<file path="config.mk">
export PLATFORM = sky130hd
export DESIGN_NAME = pyc_wrr_arb_flat
export DESIGN_NICKNAME = d
export VERILOG_FILES = /design/src/rtl/pyc_wrr_arb_if.sv /design/src/rtl/pyc_wrr_arb.sv /design/src/flat_wrapper.sv
export SDC_FILE = /design/constraint.sdc
export NUM_CORES = 1
export LEC_CHECK = 0
export CELL_PAD_IN_SITES_DETAIL_PLACEMENT = 0
export CELL_PAD_IN_SITES_GLOBAL_PLACEMENT = 1
export CORE_UTILIZATION = 24
export CTS_CLUSTER_DIAMETER = 100
export DETAILED_ROUTE_END_ITERATION = 8
export PLACE_DENSITY_LB_ADDON = 0.05
export SETUP_SLACK_MARGIN = 0.4
export SKIP_LAST_GASP = 1
export SLEW_MARGIN = 0
export SYNTH_ARGS = -nofsm -noshare
export SYNTH_HDL_FRONTEND = slang
export SYNTH_SLANG_ARGS = --single-unit
</file>
<file path="constraint.sdc">
create_clock -name clk -period 6.5 [get_ports clk]
set_clock_uncertainty 0.1 [all_clocks]
set_input_delay 1.625 -clock clk [delete_from_list [all_inputs] [get_ports clk]]
set_output_delay 1.625 -clock clk [all_outputs]
set_load 0.1 [all_outputs]
</file>
<file path="src/rtl/pyc_wrr_arb_if.sv">
// Stream bundle for pyc_wrr_arb: N request streams in, one merged stream out.
// The slave modport is the arbiter's view; master is the surrounding logic.
interface pyc_wrr_arb_if #(
  parameter int WIDTH = 32,
  parameter int N     = 4
);
  localparam int SEL_W = $clog2(N <= 1 ? 2 : N);

  logic [N-1:0]            in_valid;
  logic [N-1:0]            in_ready;
  logic [N-1:0][WIDTH-1:0] in_data;
  logic [N-1:0]            in_last;
  logic                    out_valid;
  logic                    out_ready;
  logic [WIDTH-1:0]        out_data;
  logic                    out_last;
  logic [SEL_W-1:0]        out_sel;

  modport master (
    output in_valid, in_data, in_last, out_ready,
    input  in_ready, out_valid, out_data, out_last, out_sel
  );

  modport slave (
    input  in_valid, in_data, in_last, out_ready,
    output in_ready, out_valid, out_data, out_last, out_sel
  );
endinterface

</file>
<file path="src/rtl/pyc_wrr_arb.sv">
// Weighted, packet-aware round-robin arbiter: each input gets up to cfg_weight
// whole packets per turn; a multi-beat packet holds the grant until its last beat.
module pyc_wrr_arb #(
  parameter int WIDTH    = 32,
  parameter int N        = 4,
  parameter int WEIGHT_W = 4
) (
  input  logic                         clk,
  input  logic                         rst_n,
  pyc_wrr_arb_if.slave                 bus,
  input  logic [N-1:0][WEIGHT_W-1:0]   cfg_weight,
  output logic                         locked
);
  localparam int SEL_W = $clog2(N <= 1 ? 2 : N);
  localparam int UW    = WEIGHT_W + 1;

  localparam logic [0:0] ST_ARB  = 1'b0;
  localparam logic [0:0] ST_LOCK = 1'b1;

  logic [0:0]          r_state;
  logic [SEL_W-1:0]    r_rr_ptr;
  logic [WEIGHT_W-1:0] r_cnt;
  logic [SEL_W-1:0]    r_owner;

  logic                w_arb_found;
  logic [SEL_W-1:0]    w_arb_idx;
  logic [SEL_W-1:0]    w_scan_idx;
  logic [SEL_W-1:0]    w_g;
  logic                w_valid;
  logic                w_xfer;
  logic [WEIGHT_W-1:0] w_wt;
  logic [UW-1:0]       w_eff;
  logic [UW-1:0]       w_used;
  logic [SEL_W-1:0]    w_next_ptr;

  // Rotating priority search starting at r_rr_ptr, wrapping modulo N.
  always_comb begin
    w_arb_found = 1'b0;
    w_arb_idx   = '0;
    w_scan_idx  = '0;
    for (int unsigned k = 0; k < N; k++) begin
      w_scan_idx = SEL_W'((32'(r_rr_ptr) + k) % 32'(N));
      if (!w_arb_found && bus.in_valid[w_scan_idx]) begin
        w_arb_found = 1'b1;
        w_arb_idx   = w_scan_idx;
      end
    end
  end

  // While locked the owner alone may be granted, even if idle (bubble).
  always_comb begin
    if (r_state == ST_LOCK) begin
      w_g     = r_owner;
      w_valid = bus.in_valid[r_owner];
    end else begin
      w_g     = w_arb_idx;
      w_valid = w_arb_found;
    end
  end

  assign w_xfer = w_valid & bus.out_ready;

  always_comb begin
    bus.out_valid = w_valid;
    bus.out_data  = w_valid ? bus.in_data[w_g] : '0;
    bus.out_last  = w_valid ? bus.in_last[w_g] : 1'b0;
    bus.out_sel   = w_valid ? w_g : '0;
    bus.in_ready  = '0;
    if (w_xfer) begin
      bus.in_ready[w_g] = 1'b1;
    end
  end

  // One extra bit on used/eff keeps the weight compare from wrapping.
  assign w_wt       = cfg_weight[w_g];
  assign w_eff      = (w_wt == '0) ? UW'(1) : {1'b0, w_wt};
  assign w_used     = (w_g == r_rr_ptr) ? ({1'b0, r_cnt} + UW'(1)) : UW'(1);
  assign w_next_ptr = (w_g == SEL_W'(N - 1)) ? '0 : (w_g + SEL_W'(1));

  always_ff @(posedge clk or negedge rst_n) begin
    if (!rst_n) begin
      r_state  <= ST_ARB;
      r_rr_ptr <= '0;
      r_cnt    <= '0;
      r_owner  <= '0;
    end else if (w_xfer) begin
      if (!bus.out_last) begin
        r_state <= ST_LOCK;
        r_owner <= w_g;
      end else begin
        r_state <= ST_ARB;
        if (w_used >= w_eff) begin
          r_rr_ptr <= w_next_ptr;
          r_cnt    <= '0;
        end else begin
          r_rr_ptr <= w_g;
          r_cnt    <= w_used[WEIGHT_W-1:0];
        end
      end
    end
  end

  assign locked = (r_state == ST_LOCK);
endmodule

</file>
<file path="src/flat_wrapper.sv">
// flat-port wrapper written by rule: the top's interface ports become plain ports
module pyc_wrr_arb_flat 
#(
  parameter int WIDTH    = 32,
  parameter int N        = 4,
  parameter int WEIGHT_W = 4
)
  (clk, rst_n, cfg_weight, locked, bus_in_valid, bus_in_data, bus_in_last, bus_out_ready, bus_in_ready, bus_out_valid, bus_out_data, bus_out_last, bus_out_sel);
  pyc_wrr_arb_if #(.WIDTH(WIDTH), .N(N)) bus_i ();
  input  logic clk;
  input  logic rst_n;
  input  logic [N-1:0][WEIGHT_W-1:0] cfg_weight;
  output logic locked;
  input wire logic [$bits(bus_i.in_valid)-1:0] bus_in_valid;
  input wire logic [$bits(bus_i.in_data)-1:0] bus_in_data;
  input wire logic [$bits(bus_i.in_last)-1:0] bus_in_last;
  input wire logic [$bits(bus_i.out_ready)-1:0] bus_out_ready;
  output wire logic [$bits(bus_i.in_ready)-1:0] bus_in_ready;
  output wire logic [$bits(bus_i.out_valid)-1:0] bus_out_valid;
  output wire logic [$bits(bus_i.out_data)-1:0] bus_out_data;
  output wire logic [$bits(bus_i.out_last)-1:0] bus_out_last;
  output wire logic [$bits(bus_i.out_sel)-1:0] bus_out_sel;
  assign bus_i.in_valid = bus_in_valid;
  assign bus_i.in_data = bus_in_data;
  assign bus_i.in_last = bus_in_last;
  assign bus_i.out_ready = bus_out_ready;
  assign bus_in_ready = bus_i.in_ready;
  assign bus_out_valid = bus_i.out_valid;
  assign bus_out_data = bus_i.out_data;
  assign bus_out_last = bus_i.out_last;
  assign bus_out_sel = bus_i.out_sel;
  pyc_wrr_arb #(.WIDTH(WIDTH), .N(N), .WEIGHT_W(WEIGHT_W)) u_core (.clk(clk), .rst_n(rst_n), .bus(bus_i), .cfg_weight(cfg_weight), .locked(locked));
endmodule
</file>
==> Word-level counts from Yosys, hierarchy flattened <==
Index checks and enable logic that the tools add are counted.
{ "word_totals": {"register_bits": 9, "latch_bits": 0, "ram_bits": 0, "mem_bits_ro": 0, "word_cells": 69, "memories": 0} }
{ "op_classes": {"add_sub_neg": 5, "n_mul": 0, "div": 0, "magnitude_cmp": 8, "eq_ne": 2, "n_shift": 0, "mux": 38, "n_bitwise": 2, "reduce_logical": 10} }
{ "ops": {"columns": ["op", "n"], "rows": [
  ["32-bit binary-select mux with 2-bit select", 1],
  ["32-bit 2-to-1 mux", 2],
  ["2-bit by 3-bit < comparator with 1-bit output, second input constant", 6],
  ["2-bit 2-to-1 mux", 8],
  ["4-bit 2-to-1 mux", 4],
  ["1-bit 2-to-1 mux", 14],
  ["1-bit binary-select mux with 2-bit select", 6],
  ["4-bit binary-select mux with 2-bit select", 1],
  ["4-bit by 1-bit adder with 5-bit output, second input constant", 1],
  ["5-bit greater-or-equal comparator", 1],
  ["5-bit 2-to-1 mux", 1],
  ["2-bit by 1-bit adder with 2-bit output, second input constant", 2],
  ["2-bit adder, second input constant", 2],
  ["1-bit logical AND", 4],
  ["4-bit zero test", 1],
  ["2-bit AND reduction", 2],
  ["1-bit zero test", 3],
  ["1-bit demux with 2-bit select", 1],
  ["2-bit == test", 1],
  ["2-bit == test, second input constant", 1],
  ["2-bit by 1-bit greater-or-equal comparator with 1-bit output, second input constant", 1],
  ["1-bit AND", 1],
  ["1-bit inverter", 1]
]} }

==> Depth between registers and ports, before layout <==
{ "logic_depth": {"word_depth": 19, "mapped_depth": 16} }

==> Least setup slack after synthesis <==
No wires, ideal clock.
{ "synth_path": {"kind": "input to output", "startpoint": "in bus_in_valid[1]", "endpoint": "out bus_out_data[24]", "arrival_ns": 4.243, "path_slack_ns": 0.532, "path_stages": 5, "n_path_buf": 2, "cell_sequence": "buf_2 mux4_2 a2bb2oi_1 clkbuf_1 and3_1"} }
{ "synth_rtl": {"columns": ["item", "line", "text"], "rows": [
  ["from (decl)", "flat_wrapper.sv:14", "input wire logic [$bits(bus_i.in_valid)-1:0] bus_in_valid;"],
  ["1-bit binary-select mux with 2-bit select", "pyc_wrr_arb.sv:43", "if (!w_arb_found && bus.in_valid[w_scan_idx]) begin"],
  ["1-bit 2-to-1 mux (not written as such)", "pyc_wrr_arb.sv:43", null],
  ["1-bit 2-to-1 mux", "pyc_wrr_arb.sv:43", null],
  ["1-bit zero test", "pyc_wrr_arb.sv:43", null],
  ["1-bit logical AND", "pyc_wrr_arb.sv:43", null],
  ["1-bit 2-to-1 mux", "pyc_wrr_arb.sv:43", null],
  ["1-bit zero test", "pyc_wrr_arb.sv:43", null],
  ["1-bit logical AND", "pyc_wrr_arb.sv:43", null],
  ["1-bit 2-to-1 mux", "pyc_wrr_arb.sv:43", null],
  ["1-bit zero test", "pyc_wrr_arb.sv:43", null],
  ["1-bit logical AND", "pyc_wrr_arb.sv:43", null],
  ["1-bit 2-to-1 mux", "pyc_wrr_arb.sv:43", null],
  ["1-bit 2-to-1 mux *", "pyc_wrr_arb.sv:52", "if (r_state == ST_LOCK) begin"],
  ["via bus_out_valid", "flat_wrapper.sv:19", "output wire logic [$bits(bus_i.out_valid)-1:0] bus_out_valid;"],
  ["32-bit 2-to-1 mux *", "pyc_wrr_arb.sv:65", "bus.out_data = w_valid ? bus.in_data[w_g] : '0;"],
  ["to (decl)", "flat_wrapper.sv:20", "output wire logic [$bits(bus_i.out_data)-1:0] bus_out_data;"]
]} }
Mark *: on every way through the listed nets, which the timed path passes. The rest lies on a longest branch. The select of a mux whose other input is x is not followed.

==> Worst setup path after layout <==
{ "layout_path": {"startpoint": "in bus_in_valid[1]", "endpoint": "out bus_out_data[4]"} }
{ "layout_between": {"elab_chain_cells": 16} }
{ "layout_lines": {"columns": ["item", "line"], "rows": [
  ["1-bit binary-select mux with 2-bit select", "pyc_wrr_arb.sv:43"],
  ["1-bit 2-to-1 mux (not written as such)", "pyc_wrr_arb.sv:43"],
  ["1-bit 2-to-1 mux", "pyc_wrr_arb.sv:43"],
  ["1-bit zero test", "pyc_wrr_arb.sv:43"],
  ["1-bit logical AND", "pyc_wrr_arb.sv:43"],
  ["1-bit 2-to-1 mux", "pyc_wrr_arb.sv:43"],
  ["1-bit zero test", "pyc_wrr_arb.sv:43"],
  ["1-bit logical AND", "pyc_wrr_arb.sv:43"],
  ["1-bit 2-to-1 mux", "pyc_wrr_arb.sv:43"],
  ["1-bit zero test", "pyc_wrr_arb.sv:43"],
  ["1-bit logical AND", "pyc_wrr_arb.sv:43"],
  ["2-bit 2-to-1 mux", "pyc_wrr_arb.sv:43"],
  ["2-bit 2-to-1 mux", "pyc_wrr_arb.sv:52"],
  ["32-bit binary-select mux with 2-bit select", "pyc_wrr_arb.sv:65"],
  ["32-bit 2-to-1 mux (not written as such)", "pyc_wrr_arb.sv:65"],
  ["32-bit 2-to-1 mux *", "pyc_wrr_arb.sv:65"]
]} }
Mark *: on every way between the ends. The rest lies on a longest branch, timed or not. The select of a mux whose other input is x is not followed.

==> run summary <==
Status = completed
DIE AREA = 0.0107 mm^2
DRT antenna net count = 0
Number of synthesized flops with an enable pin = 0
R2R depth = 15
Clock Latency Late Sink = 0.23 ns
R2r setup slk = 2.20 ns
Register area share after synthesis = 9.11%
Hold path start = u_core.r_cnt[1]
Primary FF master, synth = dfrtp_1
Type of the worst setup path = in -> out
Die W = 103 um
Dpl hpwl = 8570 um
Mapped Cells = 329
Slew margin rel. = 35.9%
GR Util All Layers = 18.6%
Placed Cells = 639
Core area = 0.00986 mm^2
CTS Buf Count = 3
Worst path bufs/invs = 3
Buffers on Ports = 195
Final routed DRC violation total = 0
Hold path depth = 1
Clk root buf = clkbuf_8
Arrival time at the worst endpoint = 4.24 ns
WL per Instance = 16.3 um
Worst path max stage delay = 0.70 ns
Syn Area/Cell = 7.51 um^2
Delay-heaviest family, CP = buffers and inverters
Reg2reg start = u_core.r_rr_ptr[1]
Final hold viol count = 0
H-tree depth reported by CTS = 1
Num ports = 196
Hold Path Class = reg -> reg
Number of buffers on the longest clock path = 2
Max Fclk = 168 MHz
Final non-filler cell total = 649
Clock transition at path regs = 0.05 ns
CTS tree = yes
Final worst-path cycle share = 91.8%
Multi-input gate area = 0.00208 mm^2
Num rows = 36
Setup TNS Final = 0 ns
Slew @ Worst Pin = 0.958 ns
# diodes = 0
Seq. cell area = 225 um^2
Fillers = 959
Initial antenna violation count = 0
YS warnings = 0
Syn Nets = 493
Fin nets = 681
Chip height = 103 um
Synthesized cell area = 0.00247 mm^2
Layout area overhead = 103%
Post-synth cell types = 53
Starting DRT DRC Count = 74
Vias in the first global route = 2,917
Slew Viols, Final = 0
Seq cells post-synth = 9
Final worst path period need = 5.97 ns
Slowest cell on crit path = clkdlybuf4s50_1
Routed WL = 10,600 um
Largest net degree at the start of global routing = 42
Overflow after GRT = 0
Vias per inst = 4.81
Startpoint type of the worst setup path = input pin
Fraction of registers with async set/reset = 100%
Max-Cap Viols = 0
Initial DRT Pass Iterations = 4
Crit-path most repeated cell = buf_12
Worst reg2reg endpoint = u_core.r_cnt[2]
CP Max Fanout = 26
Crit-path cells = clkdlybuf4s50_1 > and4bb_1 > o211ai_1 > o221a_4 > buf_12 > mux2i_1 > nand2_1 > and3_1 > buf_12
First-pass GRT wire length = 15,200 um
Initial Util = 25.1%
Gp weighted congestion = 0.851
Final setup vio count = 0
Unrepaired setup endpoints after global routing = true
Data required, critical path = 4.78 ns
Vias = 3,120
CP Capture Type = primary output
Hold EP = u_core.r_cnt[1]
Share of cells above drive strength 1 = 15.1%
CTS Sinks = 9
-- metal layers --
metal / part of all wire (%) / vias to the layer above / GRT usage [%]
li1: - / 1575 / -
met1: 40 / 1426 / 21.6
met2: 51 / 111 / 34.0
met3: 7.8 / 8 / 5.11
met4: 1.2 / 0 / 4.23
met5: 0 / - / 0
-- worst reg2reg max path: stages (launching register included) --
cell and delay [ns]:
dfrtp_1 0.52, and4bb_1 0.29, o211ai_1 0.36, o221a_4 0.35, buf_4 0.20, mux2i_1 0.20
nor2_1 0.06, or3_1 0.38, ha_1 0.27, nand2b_1 0.13, a2111oi_0 0.38, buf_4 0.19
nor2_1 0.08, a2111oi_2 0.34, o21ai_1 0.17, o221ai_1 0.20
-- cell type report --
class | instances | area share [%]
well taps | 133 | 3.32
multi-input cells | 284 | 41.4
inverters | 11 | 0.823
flip-flops and latches | 9 | 4.49
clock buffers | 4 | 0.898
repair buffers | 208 | 49.1
-- worst max path at each step --
stage / start / depth (start not counted) / endpoint / slack, ns
after floorplan: bus_in_valid[1] / 5 / bus_out_data[24] / 0.53
after CTS: bus_in_valid[1] / 9 / bus_out_data[25] / 0.45
after detailed placement: bus_in_valid[1] / 9 / bus_out_data[25] / 0.44
after global placement: bus_in_valid[1] / 9 / bus_out_data[4] / 0.50
after global routing: bus_in_valid[1] / 16 / u_core.r_cnt[2] / 0.38
final: bus_in_valid[1] / 9 / bus_out_data[4] / 0.53
-- timing repair --
item,in CTS,in global routing
buffers inserted,0,5
hold buffers,0,0
gates resized for setup,0,0
setup endpoints to repair,0,27
-- cell usage after synthesis (3+ instances only) --
cell type,instances,area share [%]
and3_1,37,9.4
nor2_1,8,1.2
a31oi_1,3,0.76
nand2b_1,11,2.8
nand2_1,70,11
ha_1,9,4.6
clkbuf_1,12,1.8
and2_1,4,1.0
nor3_1,6,1.2
o21ai_0,4,0.81
dfrtp_1,9,9.1
a21oi_1,7,1.4
buf_2,3,0.61
buf_4,10,3.0
inv_1,9,1.4
nand4_1,4,1.0
o211ai_1,3,0.91
mux4_2,4,3.6
nand3_1,6,1.2
mux2i_1,65,26
-- registers in the layout, summed over array words and instances, names as in the netlist --
| signal | flops |
|---|---|
| u_core.locked | 1 |
| u_core.r_cnt | 4 |
| u_core.r_owner | 2 |
| u_core.r_rr_ptr | 2 |
-- through the flow --
stage	util [%]	hold slack [ns]	setup WS (ns)	area, um^2
2_1_floorplan	-	0.409	0.532	2470
3_3_place_gp	49.9	0.432	0.497	4920
3_5_place_dp	49.9	0.439	0.441	4920
4_1_cts	50.4	0.456	0.446	4970
5_1_grt	50.9	0.469	0.385	5020
6_report	50.9	0.455	0.534	5020
-- cells by family after synthesis --
group           share of synthesized area, %
flops                                   9.11
mux                                     32.1
simple gates                            32.6
xor+xnor                               0.354
buf+inv                                 7.59
compound gates                          13.7
fa+ha+maj                               4.55
-- cells in the final DEF (no fill, tap or decap), types with 2 or more instances in the layout --
| cell | n |
|---|---|
| buf_4 | 12 |
| nand3_1 | 6 |
| nor2_1 | 8 |
| nand4_1 | 4 |
| nor3_1 | 6 |
| clkbuf_8 | 3 |
| o21ai_0 | 4 |
| o21ai_1 | 2 |
| o21a_1 | 2 |
| nand2b_1 | 11 |
| o31ai_1 | 2 |
| and2_1 | 4 |
| mux4_2 | 4 |
| clkdlybuf4s50_1 | 155 |
| inv_2 | 2 |
| a211o_1 | 2 |
| mux2i_1 | 65 |
| and3_1 | 37 |
| or2_1 | 2 |
| a211oi_2 | 2 |
| a21oi_1 | 7 |
| nand2_1 | 70 |
| o211ai_1 | 3 |
| a211oi_1 | 2 |
| ha_1 | 9 |
| or2_2 | 2 |
| inv_1 | 9 |
| dfrtp_1 | 9 |
| a31oi_1 | 3 |
| buf_12 | 41 |
| o221ai_1 | 2 |
| mux2_2 | 2 |
| o221a_2 | 2 |
| mux2_4 | 2 |
Power is left out: the tool's default activity adds up to more than one toggle a clock period on the data nets, which glitch-free logic cannot reach.
==> variant 1: new RTL, same flow settings <==
`N` is set to 4 in 3 places; all go to 8.
--- a/src/rtl/pyc_wrr_arb_if.sv
+++ b/src/rtl/pyc_wrr_arb_if.sv
@@ -2,7 +2,7 @@
 // The slave modport is the arbiter's view; master is the surrounding logic.
 interface pyc_wrr_arb_if #(
   parameter int WIDTH = 32,
-  parameter int N     = 4
+  parameter int N     = 8
 );
   localparam int SEL_W = $clog2(N <= 1 ? 2 : N);
 
--- a/src/rtl/pyc_wrr_arb.sv
+++ b/src/rtl/pyc_wrr_arb.sv
@@ -2,7 +2,7 @@
 // whole packets per turn; a multi-beat packet holds the grant until its last beat.
 module pyc_wrr_arb #(
   parameter int WIDTH    = 32,
-  parameter int N        = 4,
+  parameter int N        = 8,
   parameter int WEIGHT_W = 4
 ) (
   input  logic                         clk,
--- a/src/flat_wrapper.sv
+++ b/src/flat_wrapper.sv
@@ -2,7 +2,7 @@
 module pyc_wrr_arb_flat 
 #(
   parameter int WIDTH    = 32,
-  parameter int N        = 4,
+  parameter int N        = 8,
   parameter int WEIGHT_W = 4
 )
   (clk, rst_n, cfg_weight, locked, bus_in_valid, bus_in_data, bus_in_last, bus_out_ready, bus_in_ready, bus_out_valid, bus_out_data, bus_out_last, bus_out_sel);
Ports: changed (6 resized); port bits go from 196 to 353. The function was not compared with the original's and may differ.
==> variant 1 against the unedited design <==
  * Sequential share of layout area shrank 2.2 points
  * Fmax is 8.4% lower
  * Setup slack got worse by 0.55 ns
  * Sequential cell count is 2 higher
  * Critical endpoint is now bus_out_data[8]
  * Critical path depth rose by 8
  * Design area grew 140%
  * Wire length increased to 2.8 times the old value
  * Critical path type unchanged
  * The run now ends with setup timing left
  * Cell count is 110% higher
  * Area after synthesis rose by 110%
  * Via count grew 120%
Power is not shown: default switching activity piles up to over one toggle a cycle in this logic, so the estimate is an artifact.
==> variant 1: results (changes against the unedited design) <==
metric;value;unit;change
met3 routed WL;1540;microns;+87%
clock tree root driver cell;clkbuf_16;;
Slowest-stage cell, CP;mux4_2;;
routability congestion estimate from global placement;0.899;;+5.6%
post-synthesis adder-cell area fraction;2.21;%;-2.3 points
Distinct cells, synth;72;;+36%
XOR/XNOR Fraction of Synth Area;1.30;%;+0.95 points
delay of the slowest critical-path stage;0.52;ns;-0.18 ns
total CTS buffers;3;;unchanged
Seq/Total Area, Yosys;5.41;%;-3.7 points
Worst Path Arrival;4.79;ns;+0.55 ns
layout cell share with drive strength beyond 1;41.6;%;+26 points
M1 wire length;11400;microns;+170%
largest net degree at the start of global routing;39;;-7.1%
met2 WL post-DR;15700;microns;+190%
Max Used Layer;met4;;
synthesized net count;952;;+93%
Synth area leaders;mux2i_1 19%, mux4_2 8.0%, nand2_1 6.3%;;
Min-Delay Endpoint;u_core.r_cnt[1];;
Total GRT Usage;25.4;%;+6.8 points
CTS H-Tree Depth;1;;unchanged
hpwl dp;22700;microns;+160%
delay-heaviest family, CP;buffers and inverters;;
Clock Latency Late Sink;0.24;ns;
Worst R2R Start;u_core.r_rr_ptr[0];;
Final #Nets;1412;;+110%
Tightest Pin Transition;0.957;ns;-0.00105 ns
Primary FF master, synth;dfrtp_1;;
status;complete, but fails checks;;
first-pass GRT wire length;42600;microns;+180%
final worst slack;-0.0157;ns;-0.549 ns
flop2flop setup slack;0.74;ns;-1.46 ns
synth cell count leaders;98 x mux2i_1, 86 x nand2_1, 48 x nor2_1, 40 x a211oi_1, 23 x mux2_2;;
Final Setup Violations;1;;+1
initial antenna violation count;4;;+4
mux share of post-synthesis cell area;38.3;%;+6.3 points
Worst R2R Path Depth;24;;+9
CTS max path bufs;2;;unchanged
total number of vias;6983;;+120%
Synth Area in Compound Gates;25.3;%;+12 points
IO buf count;352;;+81%
vias in the first global route;7404;;+150%
FF-to-FF End;u_core.r_rr_ptr[2];;
clock slew at reported path FFs;0.04;ns;
Hold Path Depth;2;;+1
number of iterations in the first detailed-routing pass;5;;+1
Post-synth ARST share;100;%;unchanged
Regs by FF count;u_core.r_cnt (4), u_core.r_owner (3), u_core.r_rr_ptr (3);;
iteration-0 DRC count of the detailed router;270;;+260%
final WL;29600;microns;+180%
violated checks;setup timing;;
Synth Warn #;0;;unchanged
Critical Path Fanout Max;8;;-69%
-- variant 1: per-layer routing --
layer / global-route usage (%) / vias up
met4: 7.16 / 0
met5: 0 / -
met3: 4.85 / 40
met2: 47.8 / 213
li1: - / 3363
met1: 28.9 / 3367
-- variant 1: area by class of cell --
type | count | area [sq um]
timing repair inverter | 1 | 16.3
antenna | 3 | 7.51
multi-input combinational | 556 | 5600
tap | 270 | 338
sequential | 11 | 275
timing repair buffer | 511 | 5850
inverter | 12 | 62.6
clock buffer | 4 | 78.8
fill | 1757 | 8270
-- variant 1: tightest hold or removal path: stages (launching register included) --
cell and delay (ns):
dfrtp_1 0.39, nand2_1 0.09, o41ai_2 0.05
-- variant 1: worst max-delay path by stage --
stage	start	cells after the start	end	slack [ns]
2_1_floorplan	bus_in_valid[4]	13	bus_in_ready[1]	0.26
3_3_place_gp	bus_in_valid[7]	15	bus_out_data[27]	-0.43
3_5_place_dp	bus_in_valid[7]	15	bus_out_data[27]	-0.49
4_1_cts	bus_in_valid[1]	17	bus_out_data[30]	0.07
5_1_grt	bus_in_valid[1]	17	bus_out_data[30]	-0.08
6_report	bus_in_valid[1]	17	bus_out_data[8]	-0.02
-- variant 1: cell families after synthesis --
kind of cell	Yosys count
mux	164
fa+ha+maj	9
compound gates	168
xor+xnor	5
buf+inv	69
simple gates	210
flops	11
-- variant 1: through the flow --
step	hold slack, ns	instances	setup TNS (ns)	setup WS, ns	area (sq um)
after floorplan	0.395	636	0	0.262	5510
after global placement	0.423	1296	-10.75	-0.435	10300
after detailed placement	0.447	1296	-13.87	-0.486	10300
after CTS	0.456	1344	0	0.0662	11400
after global routing	0.511	1368	-1.03	-0.0807	12200
final	0.464	1368	-0.0157	-0.0157	12200
-- variant 1: timing repair --
action | in CTS | in global routing
cloned | 10 | 6
pin swaps | 38 | 47
endpoints found under the setup margin | 51 | 50
buffers inserted | 34 | 15
resized for setup | 143 | 112
==> variant 2: new RTL, config.mk and constraints unchanged <==
Without the edit above. Add an input register stage for `cfg_weight`, without a reset; this delays it by one clock. The other inputs are not delayed to match.
--- a/src/rtl/pyc_wrr_arb.sv
+++ b/src/rtl/pyc_wrr_arb.sv
@@ -16,6 +16,12 @@
 
   localparam logic [0:0] ST_ARB  = 1'b0;
   localparam logic [0:0] ST_LOCK = 1'b1;
+
+  logic [N-1:0][WEIGHT_W-1:0] cfg_weight_q;
+
+  always_ff @(posedge clk) begin
+    cfg_weight_q <= cfg_weight;
+  end
 
   logic [0:0]          r_state;
   logic [SEL_W-1:0]    r_rr_ptr;
@@ -72,7 +78,7 @@
   end
 
   // One extra bit on used/eff keeps the weight compare from wrapping.
-  assign w_wt       = cfg_weight[w_g];
+  assign w_wt       = cfg_weight_q[w_g];
   assign w_eff      = (w_wt == '0) ? UW'(1) : {1'b0, w_wt};
   assign w_used     = (w_g == r_rr_ptr) ? ({1'b0, r_cnt} + UW'(1)) : UW'(1);
   assign w_next_ptr = (w_g == SEL_W'(N - 1)) ? '0 : (w_g + SEL_W'(1));
Formal check against the unedited RTL: not equivalent (a bounded check fails within 4 cycles, from zero or initial values and one cycle with rst_n low).
==> variant 2 against the unedited design <==
  * Sequential cell count increased by 16
  * Highest routed layer unchanged
  * Synthesized cell count decreased by 32%
  * Die area increased by 1.3%
  * Wire length decreased by 3.4%
  * Count of clock-buffer cells in the layout decreased by 1
  * Area after synthesis increased by 1.3%
  * Design area increased by 0.45%
  * Setup slack improved by 0.19 ns
  * Critical endpoint is now bus_out_data[26]
  * Fmax increased by 3.3%
Power is not shown: default switching activity piles up to over one toggle a cycle in this logic, so the estimate is an artifact.
==> variant 2: results (changes against the unedited design) <==
metric;value;unit;change
status;finished clean;;
Primary FF master, synth;dfxtp_1;;
XOR/XNOR Fraction of Synth Area;1.35;%;+0.99 points
final WL;10200;microns;-3.4%
Seq/Total Area, Yosys;21.8;%;+13 points
FF-to-FF End;u_core.r_rr_ptr[1];;
Worst Path Arrival;4.05;ns;-0.19 ns
Final #Nets;583;;-14%
Worst R2R Path Depth;14;;-1
hpwl dp;8560;microns;about the same
Clock Latency Late Sink;0.27;ns;+0.04 ns
total number of vias;2566;;-18%
routability congestion estimate from global placement;0.823;;-3.3%
vias in the first global route;2752;;-5.7%
Synth area leaders;mux4_2 30%, dfxtp_1 13%, dfrtp_1 9.0%;;
Post-CTS Setup Repair Bufs;2;;+2
Min-Delay Endpoint;u_core.r_cnt[3];;
Hold Path Depth;2;;+1
Critical Path Fanout Max;15;;-42%
Synth Area in Compound Gates;13.1;%;-0.63 points
layout cell share with drive strength beyond 1;25.4;%;+10 points
mux share of post-synthesis cell area;36.1;%;+4.0 points
Post-synth ARST share;36.0;%;-64 points
first-pass GRT wire length;15800;microns;+3.5%
iteration-0 DRC count of the detailed router;70;;-5.4%
synthesized net count;389;;-21%
synth cell count leaders;35 x and2_1, 33 x mux4_2, 16 x dfxtp_1, 12 x nand2_1;;
==> variant 2: layer usage <==
layer  routed length (microns)  track usage [%]
met5                         0                0
met2                      5570             36.7
met1                      3930             20.9
met4                       112             2.65
met3                       599             3.82
==> variant 2: cell families after synthesis <==
group | after synthesis
buffers and inverters | 23
multiplexers | 47
flip-flops | 25
AND/OR/NAND/NOR | 79
AO/OA/AOI/OAI | 39
XOR/XNOR | 3
adder cells (fa/ha/maj) | 9
==> variant 2: final cells by class <==
class | instances | area (sq um)
clock inverter | 1 | 6.26
clock buffer | 3 | 41.3
multi-input combinational | 177 | 1840
timing repair buffer | 204 | 2410
tap | 133 | 166
inverter | 8 | 30.0
fill | 921 | 4910
sequential | 25 | 546
==> variant 2: worst max path at each step <==
stage	from	to	slack, ns	cells past startpoint
after CTS	bus_in_valid[2]	bus_out_data[9]	0.70	8
after floorplan	bus_in_valid[1]	bus_out_data[22]	0.63	6
after global routing	bus_in_valid[3]	bus_out_data[26]	0.55	9
after detailed placement	bus_in_valid[3]	bus_out_data[26]	0.30	9
after global placement	bus_in_valid[2]	bus_out_data[22]	0.38	9
final	bus_in_valid[2]	bus_out_data[26]	0.73	9
==> variant 2: worst min-delay path: stages (launching register included) <==
cell,delay [ns]
dfrtp_1,0.37
inv_1,0.07
o32ai_2,0.08
==> variant 2: metrics by stage <==
step | area, sq um | std cells | worst slack (ns)
after CTS | 5040 | 551 | 0.705
after global routing | 5040 | 551 | 0.549
final | 5040 | 551 | 0.726
after detailed placement | 4980 | 545 | 0.304
after global placement | 4980 | 545 | 0.383
after floorplan | 2500 | 225 | 0.635
